===== config.mk =====
export PLATFORM = sky130hd
export DESIGN_NAME = mbist_sti_seq
export DESIGN_NICKNAME = d
export VERILOG_FILES = /design/src/rtl/mbist_pkg.sv /design/src/rtl/mbist_sti_find.sv /design/src/rtl/mbist_sti_seq.sv
export SDC_FILE = /design/constraint.sdc
export NUM_CORES = 1
export LEC_CHECK = 0
export CAP_MARGIN = 0
export CORE_ASPECT_RATIO = 0.5
export CORE_UTILIZATION = 40
export DETAILED_ROUTE_END_ITERATION = 6
export GPL_TIMING_DRIVEN = 0
export PLACE_DENSITY_LB_ADDON = 0.05
export SYNTH_ARGS = -nofsm -noshare
export SYNTH_HDL_FRONTEND = slang
export SYNTH_SLANG_ARGS = --single-unit
export TNS_END_PERCENT = 100

===== constraint.sdc =====
create_clock -name clk -period 4.3 [get_ports clk]
set_clock_uncertainty 0.15 [all_clocks]
set_input_delay 1.29 -clock clk [delete_from_list [all_inputs] [get_ports clk]]
set_output_delay 1.29 -clock clk [all_outputs]
set_load 0.01 [all_outputs]

===== src/rtl/mbist_pkg.sv =====
// Shared MBIST definitions: sequencer state encoding and the march stimulus table.
package mbist_pkg;

  typedef enum logic [1:0] {
    IDLE = 2'd0,
    RUN  = 2'd1,
    DONE = 2'd2
  } sti_state_e;

  localparam int BIST_STI_MAX = 16;

  localparam logic [15:0] BIST_STIMULUS_TYPE1  = 16'h0C31;
  localparam logic [15:0] BIST_STIMULUS_TYPE2  = 16'h1C32;
  localparam logic [15:0] BIST_STIMULUS_TYPE3  = 16'h2A33;
  localparam logic [15:0] BIST_STIMULUS_TYPE4  = 16'h3A34;
  localparam logic [15:0] BIST_STIMULUS_TYPE5  = 16'h4535;
  localparam logic [15:0] BIST_STIMULUS_TYPE6  = 16'h5536;
  localparam logic [15:0] BIST_STIMULUS_TYPE7  = 16'h6937;
  localparam logic [15:0] BIST_STIMULUS_TYPE8  = 16'h7938;
  localparam logic [15:0] BIST_STIMULUS_TYPE9  = 16'h0D39;
  localparam logic [15:0] BIST_STIMULUS_TYPE10 = 16'h1D3A;
  localparam logic [15:0] BIST_STIMULUS_TYPE11 = 16'h2B3B;
  localparam logic [15:0] BIST_STIMULUS_TYPE12 = 16'h3B3C;
  localparam logic [15:0] BIST_STIMULUS_TYPE13 = 16'h463D;
  localparam logic [15:0] BIST_STIMULUS_TYPE14 = 16'h563E;
  localparam logic [15:0] BIST_STIMULUS_TYPE15 = 16'h6A3F;
  localparam logic [15:0] BIST_STIMULUS_TYPE16 = 16'h7A40;

  // Words are stored at full 16-bit width; users slice to their stimulus width.
  localparam logic [15:0] BIST_STI_TABLE [BIST_STI_MAX] = '{
    BIST_STIMULUS_TYPE1,  BIST_STIMULUS_TYPE2,  BIST_STIMULUS_TYPE3,  BIST_STIMULUS_TYPE4,
    BIST_STIMULUS_TYPE5,  BIST_STIMULUS_TYPE6,  BIST_STIMULUS_TYPE7,  BIST_STIMULUS_TYPE8,
    BIST_STIMULUS_TYPE9,  BIST_STIMULUS_TYPE10, BIST_STIMULUS_TYPE11, BIST_STIMULUS_TYPE12,
    BIST_STIMULUS_TYPE13, BIST_STIMULUS_TYPE14, BIST_STIMULUS_TYPE15, BIST_STIMULUS_TYPE16
  };

endpackage


===== src/rtl/mbist_sti_find.sv =====
// Combinational priority search over the stimulus enable mask: lowest set bit,
// next set bit strictly above the current index, and whether any bit is set.
module mbist_sti_find #(
  parameter int SIZE = 8,
  parameter int IW   = $clog2(SIZE)
) (
  input  logic [SIZE-1:0] i_mask,
  input  logic [IW-1:0]   i_idx,
  output logic [IW-1:0]   o_first_idx,
  output logic [IW-1:0]   o_next_idx,
  output logic            o_has_next,
  output logic            o_any_set
);

  // Scanning downward lets the last hit be the lowest qualifying bit.
  always_comb begin
    o_first_idx = '0;
    o_next_idx  = '0;
    o_has_next  = 1'b0;
    for (int i = SIZE - 1; i >= 0; i--) begin
      if (i_mask[i]) begin
        o_first_idx = IW'(i);
        if (IW'(i) > i_idx) begin
          o_next_idx = IW'(i);
          o_has_next = 1'b1;
        end
      end
    end
  end

  assign o_any_set = |i_mask;

endmodule


===== src/rtl/mbist_sti_seq.sv =====
// MBIST stimulus sequencer: walks enabled march stimuli via start/next/done.
// Define MBIST_STI_LOOP_EN to repeat the enabled set BIST_LOOP_CNT times before done.
module mbist_sti_seq
  import mbist_pkg::*;
#(
  parameter int BIST_STI_SIZE = 8,
  parameter int BIST_STI_WD   = 15,
  parameter int BIST_LOOP_CNT = 2
) (
  input  logic                             clk,
  input  logic                             rst_n,
  input  logic                             scan_shift,
  input  logic                             sdi,
  output logic                             sdo,
  input  logic                             start,
  input  logic                             next,
  output logic                             sti_valid,
  output logic [$clog2(BIST_STI_SIZE)-1:0] sti_idx,
  output logic [BIST_STI_WD-1:0]           stimulus,
  output logic                             last_stimulus,
  output logic                             done,
  output logic [3:0]                       loop_cnt,
  output logic [1:0]                       dbg_state
);

  localparam int SIZE = BIST_STI_SIZE;
  localparam int IW   = $clog2(BIST_STI_SIZE);

  if (SIZE < 2 || SIZE > 16 || BIST_STI_WD > 16 || BIST_LOOP_CNT < 1 || BIST_LOOP_CNT > 15)
  begin : g_param_check
    $error("mbist_sti_seq: parameter out of range");
  end

  sti_state_e      r_state, w_state_nxt;
  logic [IW-1:0]   r_idx, w_idx_nxt;
  logic [SIZE-1:0] r_mask, w_mask_nxt;
  logic [IW-1:0]   w_first_idx, w_next_idx;
  logic            w_has_next, w_any_set, w_final_pass;

  mbist_sti_find #(.SIZE(SIZE), .IW(IW)) u_find (
    .i_mask      (r_mask),
    .i_idx       (r_idx),
    .o_first_idx (w_first_idx),
    .o_next_idx  (w_next_idx),
    .o_has_next  (w_has_next),
    .o_any_set   (w_any_set)
  );

`ifdef MBIST_STI_LOOP_EN
  logic [3:0] r_loop, w_loop_nxt;
  assign w_final_pass = (r_loop == 4'(BIST_LOOP_CNT - 1));
  assign loop_cnt     = r_loop;

  always_ff @(posedge clk) begin
    if (!rst_n) r_loop <= 4'd0;
    else        r_loop <= w_loop_nxt;
  end
`else
  assign w_final_pass = 1'b1;
  assign loop_cnt     = 4'd0;
`endif

  // Scan has priority over start, start over next; next only acts in RUN.
  always_comb begin
    w_state_nxt = r_state;
    w_idx_nxt   = r_idx;
    w_mask_nxt  = r_mask;
`ifdef MBIST_STI_LOOP_EN
    w_loop_nxt  = r_loop;
`endif
    if (scan_shift) begin
      w_mask_nxt  = {sdi, r_mask[SIZE-1:1]};
      w_state_nxt = IDLE;
`ifdef MBIST_STI_LOOP_EN
      w_loop_nxt  = 4'd0;
`endif
    end else if (start) begin
      w_state_nxt = w_any_set ? RUN : DONE;
      if (w_any_set) w_idx_nxt = w_first_idx;
`ifdef MBIST_STI_LOOP_EN
      w_loop_nxt  = 4'd0;
`endif
    end else if (next && r_state == RUN) begin
      if (w_has_next) begin
        w_idx_nxt = w_next_idx;
      end else if (!w_final_pass) begin
        w_idx_nxt = w_first_idx;
`ifdef MBIST_STI_LOOP_EN
        w_loop_nxt = r_loop + 4'd1;
`endif
      end else begin
        w_state_nxt = DONE;
`ifdef MBIST_STI_LOOP_EN
        w_loop_nxt  = 4'(BIST_LOOP_CNT);
`endif
      end
    end
  end

  always_ff @(posedge clk) begin
    if (!rst_n) begin
      r_state <= IDLE;
      r_idx   <= '0;
      r_mask  <= '1;
    end else begin
      r_state <= w_state_nxt;
      r_idx   <= w_idx_nxt;
      r_mask  <= w_mask_nxt;
    end
  end

  // All outputs decode registered state only.
  assign sti_valid     = (r_state == RUN);
  assign done          = (r_state == DONE);
  assign sti_idx       = r_idx;
  assign sdo           = r_mask[0];
  assign last_stimulus = sti_valid && !w_has_next && w_final_pass;
  assign stimulus      = sti_valid ? BIST_STI_TABLE[4'(r_idx)][BIST_STI_WD-1:0]
                                   : BIST_STIMULUS_TYPE1[BIST_STI_WD-1:0];
  assign dbg_state     = r_state;

endmodule

# Word-level counts from Yosys, hierarchy flattened
# Memory sizes are Yosys's and may differ from the RTL's.
# Cells that the tools add are included.
# Widths: inputs -> output; s select.
[word_totals]
register_bits = 13
latch_bits = 0
mem_bits_rw = 0
rom_bits = 256
input_bits = 6
out_inout_bits = 28
wordCells = 80
mem_count = 1
[mem_list]
columns = ["name", "depth", "width", "rd", "rd_clocked_by_memory_dff", "wr", "line", "rtl"]
rows = [
  ["(name not given)", 16, 16, 1, 0, 0, "mbist_sti_seq.sv:118", "assign stimulus = sti_valid ? BIST_STI_TABLE[4'(r_idx)][BIST_STI_WD-1:0]"],
]
[op_classes]
addsub = 0
n_mul = 0
n_div = 0
order_cmp = 9
n_eq_ne = 4
shift = 0
muxes = 51
bitwise = 3
n_reduce_logical = 9
[ops]
columns = ["cell", "count"]
rows = [
  ["$mux 3", 28],
  ["$mux 15", 3],
  ["$mux 1", 16],
  ["$gt 3x3->1 const A", 4],
  ["$mux 2", 4],
  ["$reduce_or 8->1", 1],
  ["$gt 1x3->1 const A", 2],
  ["$gt 2x3->1 const A", 2],
  ["$ge 5x5->1 const B", 1],
  ["$not 3->5", 1],
  ["$reduce_and 4->1", 1],
  ["$reduce_bool 2->1", 2],
  ["$eq 2x1->1 const B", 1],
  ["$eq 2x2->1 const B", 1],
  ["$logic_and 1x1->1", 2],
  ["$ne 2x1->1 const B", 1],
  ["$ne 2x2->1 const B", 1],
  ["$not 1->1", 2],
  ["$reduce_and 2->1", 1],
  ["$reduce_or 2->1", 1],
  ["$logic_not 1->1", 1],
]

# Depth between registers and ports, before layout
# Gate-level depths: netlist of run 1.
[depth]
ltp_word = 20
depth_mapped = 8

# Cells and area by module
# A second synthesis of run 1 with hierarchy kept.
[unflattened]
hier_cells = 124
area_unflattened_um2 = 996.0
[modules_own_cells]
columns = ["mod", "instances", "cells_each", "area_per_inst_um2", "seq_area_each_um2"]
rows = [
  ["mbist_sti_seq", 1, 82, 730.7, 260.2],
  ["mbist_sti_find", 1, 42, 265.3, 0.0],
]

# Worst setup path before layout of run 1
# Ideal clock, no wire load.
[synth_path]
path_kind = "register -> output"
from = "register r_idx[1], in the netlist sti_idx[1]"
to = "output port last_stimulus"
arrival_time_ps = 1417
required_ps = 2860
slack_ps = 1443
path_stages_with_launch = 8
n_path_buf = 1
path_cell_list = "dfxtp_1 > buf_2 > inv_1 > ha_1 > a21boi_0 > o21a_2 > nand4b_1 > nor2_1"
[synth_between]
elab_chain_len = 19
[synth_rtl]
columns = ["element", "line", "rtl"]
rows = [
  ["from (decl)", "mbist_sti_seq.sv:35", "logic [IW-1:0] r_idx, w_idx_nxt;"],
  ["from (signal assigned)", "mbist_sti_seq.sv:107", "r_idx <= w_idx_nxt;"],
  ["$gt 3x3->1", "mbist_sti_find.sv:23", "if (IW'(i) > i_idx) begin"],
  ["$mux 1", "mbist_sti_find.sv:23", ""],
  ["$mux 1", "mbist_sti_find.sv:21", "if (i_mask[i]) begin"],
  ["$mux 1", "mbist_sti_find.sv:23", ""],
  ["$mux 1", "mbist_sti_find.sv:21", ""],
  ["$mux 1", "mbist_sti_find.sv:23", ""],
  ["$mux 1", "mbist_sti_find.sv:21", ""],
  ["$mux 1", "mbist_sti_find.sv:23", ""],
  ["[3 not listed]", "--", ""],
  ["$mux 1", "mbist_sti_find.sv:23", ""],
  ["$mux 1", "mbist_sti_find.sv:21", ""],
  ["$mux 1", "mbist_sti_find.sv:23", ""],
  ["$mux 1", "mbist_sti_find.sv:21", ""],
  ["$mux 1", "mbist_sti_find.sv:23", ""],
  ["$mux 1 *", "mbist_sti_find.sv:21", ""],
  ["$logic_not 1->1 *", "mbist_sti_seq.sv:117", "assign last_stimulus = sti_valid && !w_has_next && w_final_pass;"],
  ["$logic_and 1x1->1 *", "mbist_sti_seq.sv:117", ""],
  ["to (decl)", "mbist_sti_seq.sv:20", "output logic last_stimulus,"],
]
# Every way passes the cells marked *; elsewhere a longest branch is shown, timed or not.

# Worst setup path in the final report of run 1
[layout_path]
from = "register r_idx[0], in the netlist sti_idx[0]"
to = "output port last_stimulus"
# Same word-level chain as after synthesis.

==> impl_metrics.json, run 1 <==
{
  "viasPerCell": 5.30,
  "drv_slew": 0,
  "clock_path_buffers": 2,
  "crit_required_ps": 2860,
  "synth_edf_count": 0,
  "finalHoldViolations": 0,
  "multi_input_area_sq_um": 658,
  "seqCellArea_sq_um": 260,
  "antenna_found_initial": 0,
  "maxCapViolCount": 0,
  "rsz0062_at_grt": "false",
  "cts.hold.buffers_added": 0,
  "dp_hpwl_microns": 1960,
  "yosysSeqAreaShare": 0.245,
  "grtUsageTotal": 0.210,
  "cts.sinks": 13,
  "ys_warn_count": 0,
  "tns_ps": 0,
  "syn_inst": 131,
  "grt_max_degree": 11,
  "max_freq_mhz": 260,
  "drtIter0Drc": 50,
  "vias": 1059,
  "leakagePower_nw": 0.608,
  "peakVddDrop_uv": 162,
  "fillers": 223,
  "cp_max_fo": 10,
  "p_per_area_nw_per_um2": 236,
  "clk_latency_ps": 250,
  "die_w_microns": 74.9,
  "initial_utilization": 0.451,
  "finalCritPeriodShare": 0.893,
  "die_h_microns": 38.4,
  "cts_root_buf": "clkbuf_8",
  "crit_path_end_kind": "output port",
  "cpPeakStageDelay_ps": 540,
  "finalWeightedCongestion": 0.923,
  "cts_setup_buffers": 0,
  "io_pins": 34,
  "worstSetupPathType": "reg2out",
  "outcome": "finished clean",
  "post_drt_wl_per_cell_microns": 12.9,
  "ant_nets": 0,
  "cp-start-kind": "flip-flop",
  "syn_area_sq_um": 1060,
  "arrival_ps": 2400,
  "syn2layout_area_growth_pct": 33.2,
  "synth_flop_cell": "dfxtp_1",
  "n_antenna_cell": 0,
  "finalSetupViolCount": 0,
  "io_buffers": 24,
  "min_path_type": "reg2reg",
  "synth_cell_types": 48,
  "grt-ovfl-total": 0,
  "cts_tree": "done",
  "ctsHtreeMaxLevel": 1,
  "first_pass_iters": 4,
  "hold_depth": 2,
  "crit_slowest_cell": "dfxtp_1",
  "grt_pass1_vias": 955,
  "drt_wl_total_microns": 2570,
  "cts_resized": 0,
  "post_route_cells_drive_above_1_share": 0.164,
  "cts_buffers": 3,
  "ys_ff_latch": 13,
  "period_needed_ps": 3840,
  "crit_chain": "inv_1, ha_1, nor2b_1, o21ai_0, nand4b_1, nor2_1, clkdlybuf4s50_1",
  "reg2reg_depth": 7,
  "async_flop_share": 0,
  "route.detailed.drc": 0,
  "rows": 12,
  "finalHoldWorstSlack_ps": 403,
  "core_sq_um": 2360,
  "clk_pin_slew_ps": 70,
  "dieArea_sq_um": 2880,
  "avgSynthCellArea_sq_um": 8.11,
  "nets": 175,
  "grt_pass1_wl_microns": 4320
}
## flip-flops by register name, indices dropped and copies added (netlist names)
signal / count
r_mask: 8
sti_idx: 3
dbg_state: 2
## area by class of cell
class,count,share of cell area
clock buffer,3,0.0292
timing repair buffer,24,0.170
tap,35,0.0309
multi-input combinational,99,0.465
sequential,13,0.184
clock inverter,1,0.00354
inverter,11,0.0327
buffer,14,0.0849
## cells by family (layout without fill, tap and decap cells)
group	after synthesis	after routing	share of synthesized area
other	2	8	0.00707
buffers and inverters	25	53	0.157
muxes	5	5	0.0471
DFF	13	13	0.245
AOI/OAI and AO/OA	41	41	0.292
and+or+nand+nor	42	42	0.217
adders and majority gates	3	3	0.0353
## power by group
part / internal, W / switching, W
clock: 0.0000642 / 0.0000507
sequential: 0.000126 / 0.0000106
combinational: 0.0000410 / 0.0000411
total: 0.000232 / 0.000102
## layer usage
metal  wire [microns]  global-route usage  part of all wire
met4               30              0.0755             0.012
met2             1000               0.336              0.39
met5                0                   0                 0
met1             1240               0.271              0.48
met3              301              0.0579              0.12
## synthesized netlist by cell type (all sizes together) (2+ instances only)
cell     count  area, sq um
and2         2         12.5
a21oi       11         62.6
dfxtp       13          260
nand2b       3         18.8
o21ai        5         25.0
nand2       15         58.8
a21boi       2         15.0
nor2b        3         18.8
buf         13          106
o31ai        3         22.5
mux2i        5         50.1
nor3         2         10.0
o211ai       3         22.5
or4          2         18.8
inv         11         46.3
conb         2         7.51
nor2         8         30.0
a311o        2         20.0
a2111oi      3         26.3
o21a         2         16.3
ha           3         37.5
## worst max-delay path: cells and delay by family, from the launching register on
kind	cells	cell delay, ps
AND/OR/NAND/NOR	3	500
buffers and inverters	2	640
AO/OA/AOI/OAI	1	190
flip-flops	1	540
adder cells (fa/ha/maj)	1	270
## metrics by stage
stage,instance area (sq um),total power [W],cells,utilization,setup slack [ps]
after floorplan,1080,0.000193,137,-,1440
after global placement,1370,0.000220,196,0.581,770
after detailed placement,1370,0.000221,196,0.581,778
final,1420,0.000334,200,0.600,459
after global routing,1420,0.000350,200,0.600,270
after CTS,1420,0.000334,200,0.600,486
## path summary, 6_finish.rpt
path	start	to	slack (ps)
min reg2reg	r_mask[7]	r_mask[6]	400
max	sti_idx[0]	last_stimulus	460
max reg2reg	sti_idx[0]	sti_idx[2]	1800
min	r_mask[7]	r_mask[6]	400
## cells in the final DEF (no fill, tap or decap), drive strengths merged, types with 3 or more instances in the layout
cell type	count
a2111oi	3
a21oi	11
buf	13
clkbuf	4
clkdlybuf4s50	24
conb	8
dfxtp	13
ha	3
inv	11
mux2i	5
nand2	15
nand2b	3
nor2	8
nor2b	3
o211ai	3
o21ai	5
o31ai	3
(Power assumes the default switching activity.)
==> run 2, diff against run 1 <==
CORE_ASPECT_RATIO = not set   (was 0.5)
SYNTH_HIERARCHICAL = 1   (was not set)
==> run 2 against run 1 <==
Against the previous run: global-route usage down 3.5 points; cell area shrank 7.4%; sequential share of layout area is 1.5 points higher; synthesized cell count down 5.3%; combinational power fell by 50%; critical path depth is the same; worst setup slack better by 130 ps; core utilization down 2.5 points; clock-buffer cell count is 1 higher; worst hold slack better by 20 ps; die area decreased by 6.4%; first-iteration DRC count is 86% lower; largest cell class unchanged.
==> impl_metrics.json, run 2 <==
{
  "initial_utilization": 0.438,
  "route.detailed.drc": 0,
  "leakagePower_nw": 0.599,
  "max_flop_register": "r_mask",
  "clk_latency_ps": 280,
  "avgSynthCellArea_sq_um": 8.03,
  "async_flop_share": 0,
  "cts_buffers": 3,
  "cp-start-kind": "flip-flop",
  "finalHoldViolations": 0,
  "crit_chain": "buf_2, o21ai_1, o21a_1, nor2_1, nand2_1, nor3b_2, clkdlybuf4s50_1",
  "clock_power_share": 0.314,
  "io_pins": 34,
  "grtUsageTotal": 0.174,
  "switching_share": 0.265,
  "cts_root_buf": "clkbuf_4",
  "core_sq_um": 2280,
  "finalSetupViolCount": 0,
  "cpPeakStageDelay_ps": 570,
  "clk_pin_slew_ps": 80,
  "cts_tree": "done",
  "synth_flop_cell": "dfxtp_1",
  "min_path_type": "reg2reg",
  "post-route-util": 0.576,
  "power.switching_w": 0.0000655,
  "yosysMostFrequentCell": "nand2_1",
  "crit_required_ps": 2860,
  "power.internal_w": 0.000181,
  "crit_slowest_cell": "clkdlybuf4s50_1",
  "post_route_cells_drive_above_1_share": 0.166,
  "largest_register_ffs": 8,
  "ant_nets": 0,
  "cp_max_fo": 9,
  "grt_pass1_wl_microns": 3370,
  "tns_ps": 0,
  "finalHoldWorstSlack_ps": 422,
  "io_buffers": 23,
  "syn_inst": 124,
  "grt-ovfl-total": 0,
  "vias": 919,
  "finalPower_w": 0.000247,
  "yosysSeqAreaShare": 0.261,
  "seqPwrFrac": 0.518,
  "drt_wl_total_microns": 2080,
  "n_antenna_cell": 0,
  "rows": 17,
  "die_h_microns": 51.9,
  "syn2layout_area_growth_pct": 31.5,
  "dieArea_sq_um": 2690,
  "r2r_slack_ps": 2350,
  "synthTopCellsByCount": "22 x nand2_1, 13 x dfxtp_1, 11 x mux2i_1",
  "synth.largest_area_cell": "dfxtp_1",
  "grt_max_degree": 15,
  "synth.top_cell.area_share": 0.261,
  "nets": 166,
  "max_freq_mhz": 270,
  "drtIter0Drc": 7,
  "path_delay_family": "buffers and inverters",
  "finalWeightedCongestion": 0.751,
  "die_w_microns": 51.9,
  "cts_resized": 0,
  "finalCritPeriodShare": 0.863,
  "layout_common_cells": "23 x clkdlybuf4s50_1, 22 x nand2_1, 13 x dfxtp_1",
  "ys_ff_latch": 13,
  "combPwrFrac": 0.168,
  "grt_pass1_vias": 737,
  "ctsHtreeMaxLevel": 1,
  "period_needed_ps": 3710,
  "antenna_found_initial": 0,
  "p_per_area_nw_per_um2": 188,
  "synth_area_leaders": "dfxtp_1 26%, mux2i_1 11%, nand2_1 8.3%",
  "crit_path_end_kind": "output port",
  "crit_buf_inv": 2,
  "cts.hold.buffers_added": 0,
  "dp_hpwl_microns": 1520,
  "clock_path_buffers": 2,
  "peakVddDrop_uv": 175,
  "synth_edf_count": 0,
  "outcome": "finished clean",
  "worstSetupPathType": "reg2out",
  "viasPerCell": 4.97,
  "ys_warn_count": 6,
  "final_common_cell": "clkdlybuf4s50_1",
  "post_drt_wl_per_cell_microns": 11.2,
  "synth_cell_types": 39,
  "first_pass_iters": 4,
  "cts.sinks": 13,
  "maxCapViolCount": 0,
  "arrival_ps": 2270,
  "syn_area_sq_um": 996,
  "cts_setup_buffers": 0,
  "drv_slew": 0,
  "rsz0062_at_grt": "false"
}
-- run 2: cell count changes in the layout (fill, tap and decap cells not counted), sizes merged, moves of 4 or more --
cell	delta
mux2i	+6
a21oi	-5
inv	-4
nor2	-4
nand2	+7
nor2b	+4
-- run 2: kinds of logic after synthesis --
family | count (synthesis) | synth area share
AND/OR/NAND/NOR | 50 | 0.269
other | 2 | 0.00754
multiplexers | 14 | 0.144
flip-flops | 13 | 0.261
buffers and inverters | 20 | 0.119
AO/OA/AOI/OAI | 23 | 0.173
adder cells (fa/ha/maj) | 2 | 0.0251
-- run 2: power by group through the flow --
stage	logic [W]	clock network (W)	registers, W
floorplan	0.0000292	0	0.000130
global placement	0.0000405	0	0.000131
detailed placement	0.0000411	0	0.000131
CTS	0.0000413	0.0000814	0.000128
global route	0.0000452	0.0000889	0.000129
finish	0.0000414	0.0000776	0.000128
-- run 2: worst min-delay path, stage by stage (launching register included) --
cell and delay (ps):
dfxtp_1 400, mux2i_1 90, nand2_1 60
-- run 2: per-stage QoR --
| step | cell area [sq um] | setup WS (ps) | std cells |
|---|---|---|---|
| 2_1_floorplan | 1020 | 1370 | 130 |
| 3_3_place_gp | 1280 | 921 | 181 |
| 3_5_place_dp | 1280 | 893 | 181 |
| 4_1_cts | 1310 | 561 | 185 |
| 5_1_grt | 1310 | 337 | 185 |
| 6_report | 1310 | 591 | 185 |
-- run 2: per-layer routing --
metal	vias up	global-route usage	wire, microns
met3	4	0.0409	123
met5	-	0	0
met4	0	0.0856	39
met2	34	0.269	886
met1	408	0.225	1030
li1	473	-	-
-- run 2: path summary, 6_finish.rpt --
check | start | to | cells after the start
max reg2reg | sti_idx[2] | sti_idx[0] | 8
min | r_mask[0] | r_mask[0] | 2
min reg2reg | r_mask[0] | r_mask[0] | 2
max | sti_idx[2] | last_stimulus | 7
-- run 2: cell type report --
cell class / instances / area, sq um
fill: 226 / 966
multi-input combinational: 97 / 639
sequential: 13 / 260
timing repair buffer: 23 / 230
buffer: 13 / 92.6
tap: 28 / 35.0
clock buffer: 4 / 26.3
inverter: 7 / 26.3
==> run 3, diff against run 2 <==
CORE_MARGIN = 4   (was not set)
clock period = 3.7 ns   (was 4.3 ns; I/O delays follow)
==> run 3 against run 2 <==
Against the previous run: sequential cell count unchanged; die area rose by 24%; non-clock buffer count stayed put; combinational power increased by 16%; cell count stayed put; routed wire length grew 3.5%; highest routed layer unchanged; global-route usage down 3.9 points; core utilization shrank 0.42 points; cell area grew 0.19%.
==> impl_metrics.json, run 3 (synthesis gave the netlist of run 2 again) <==
{
  "outcome": "finished clean",
  "critPathCapture": "last_stimulus",
  "dieArea_sq_um": 3350,
  "fin_ws_ps": 275,
  "drt_wl_total_microns": 2150,
  "max_freq_mhz": 292,
  "period_needed_ps": 3420,
  "first_pass_iters": 4,
  "p_per_area_nw_per_um2": 213,
  "cts.hold.buffers_added": 0,
  "cpPeakStageDelay_ps": 580,
  "grt-ovfl-total": 0,
  "instances_no_fill": 185,
  "crit_buf_inv": 1,
  "cp_max_fo": 10,
  "max_flop_register": "r_mask",
  "tns_ps": 0,
  "post_route_cells_drive_above_1_share": 0.178,
  "combPwrFrac": 0.172,
  "power.internal_w": 0.000211,
  "crit_required_ps": 2440,
  "cts_root_buf": "clkbuf_4",
  "n_antenna_cell": 0,
  "arrival_ps": 2160,
  "ctsHtreeMaxLevel": 1,
  "r2r_slack_ps": 1770,
  "finalCritPeriodShare": 0.926,
  "cts_tree": "done",
  "fillers": 233,
  "io_buffers": 23,
  "min_path_type": "reg2reg",
  "viasPerCell": 4.86,
  "cts.sinks": 13,
  "rows": 17,
  "drtIter0Drc": 16,
  "largest_register_ffs": 8,
  "route.detailed.drc": 0,
  "cp-start-kind": "flip-flop",
  "core_sq_um": 2300,
  "clk_pin_slew_ps": 70,
  "r2r-start": "sti_idx[0]",
  "dp_hpwl_microns": 1770,
  "rsz0062_at_grt": "false",
  "cts_setup_buffers": 0,
  "cts_buffers": 3,
  "drv_slew": 0,
  "grt_pass1_vias": 823,
  "grt_pass1_wl_microns": 3600,
  "peakVddDrop_uv": 234,
  "place_inst": 181,
  "design_area_sq_um": 1310,
  "final_common_cell": "clkdlybuf4s50_1",
  "io_pins": 34,
  "switching_share": 0.248,
  "vias": 899,
  "layout_common_cells": "23 x clkdlybuf4s50_1, 22 x nand2_1, 11 x mux2i_1, 11 x dfxtp_1, 9 x buf_4",
  "clock_power_share": 0.298,
  "seqPwrFrac": 0.530,
  "path_delay_family": "simple AND/OR/NAND/NOR gates",
  "path_depth": 6,
  "crit_slowest_cell": "clkdlybuf4s50_1",
  "crit_chain": "nand2b_4, a31oi_2, nor2_1, nand2_1, nor3b_2, clkdlybuf4s50_1",
  "r2r_end": "sti_idx[1]",
  "nets": 166,
  "post_drt_wl_per_cell_microns": 11.6,
  "clk_latency_ps": 270,
  "clock_path_buffers": 2,
  "finalWeightedCongestion": 0.745,
  "ant_nets": 0,
  "initial_utilization": 0.434,
  "finalHoldViolations": 0,
  "grtUsageTotal": 0.136,
  "dpl-instance-area_sq_um": 1280,
  "reg2reg_depth": 7,
  "maxCapViolCount": 0,
  "die_h_microns": 57.9,
  "leakagePower_nw": 0.600,
  "die_w_microns": 57.9,
  "crit_path_end_kind": "output port",
  "syn2layout_area_growth_pct": 31.8,
  "preCtsSetupSlack_ps": 457,
  "worstSetupPathType": "reg2out",
  "finalSetupViolCount": 0,
  "crit_path_start": "sti_idx[0]",
  "antenna_found_initial": 0,
  "grt_max_degree": 15,
  "power.switching_w": 0.0000694
}
-- run 3: how the worst min path moves through the flow --
| stage | depth (start not counted) | startpoint | slack, ps | to |
|---|---|---|---|---|
| after floorplan | 2 | r_mask[4] | 370 | r_mask[4] |
| after global placement | 2 | sti_idx[2] | 400 | sti_idx[2] |
| after detailed placement | 2 | r_mask[0] | 400 | r_mask[0] |
| after CTS | 2 | sti_idx[2] | 420 | sti_idx[2] |
| after global routing | 2 | sti_idx[2] | 390 | sti_idx[2] |
| final | 2 | sti_idx[2] | 360 | sti_idx[2] |
-- run 3: cell type report --
class,count,area [sq um],area share
multi-input cells,97,639,0.487
flip-flops and latches,13,263,0.200
repair buffers,23,230,0.175
plain buffers,13,92.6,0.0705
well taps,28,35.0,0.0267
clock buffers,4,26.3,0.0200
inverters,7,26.3,0.0200
-- run 3: worst min-delay path: stages, from the launching register on --
cell and delay [ps]:
dfxtp_2 360, nand2_1 60, mux2i_1 60
-- run 3: metrics by stage --
step                      total power, W  hold slack [ps]  utilization
after CTS                       0.000285              416        0.570
final                           0.000280              362        0.571
after detailed placement        0.000200              400        0.559
after global placement          0.000198              400        0.559
after global routing            0.000298              387        0.571
after floorplan                 0.000185              374            -
-- run 3: what timing repair did --
action / 4_1_cts / 5_1_grt
endpoints found under the hold margin: 0 / 0
endpoints found under the setup margin: 0 / 1
resized for setup: 0 / 2
-- run 3: per-layer routing --
layer	track usage	vias up	wire, microns
li1	-	474	-
met1	0.161	395	985
met2	0.237	28	1010
met3	0.0245	2	139
met4	0.0596	0	14
met5	0	-	0
-- run 3: power by group through the flow --
| stage | sequential [W] | combinational [W] | clock (W) |
|---|---|---|---|
| global route | 0.000150 | 0.0000529 | 0.0000955 |
| finish | 0.000148 | 0.0000480 | 0.0000836 |
| detailed placement | 0.000152 | 0.0000479 | 0 |
| CTS | 0.000148 | 0.0000479 | 0.0000887 |
| floorplan | 0.000151 | 0.0000340 | 0 |
| global placement | 0.000152 | 0.0000469 | 0 |
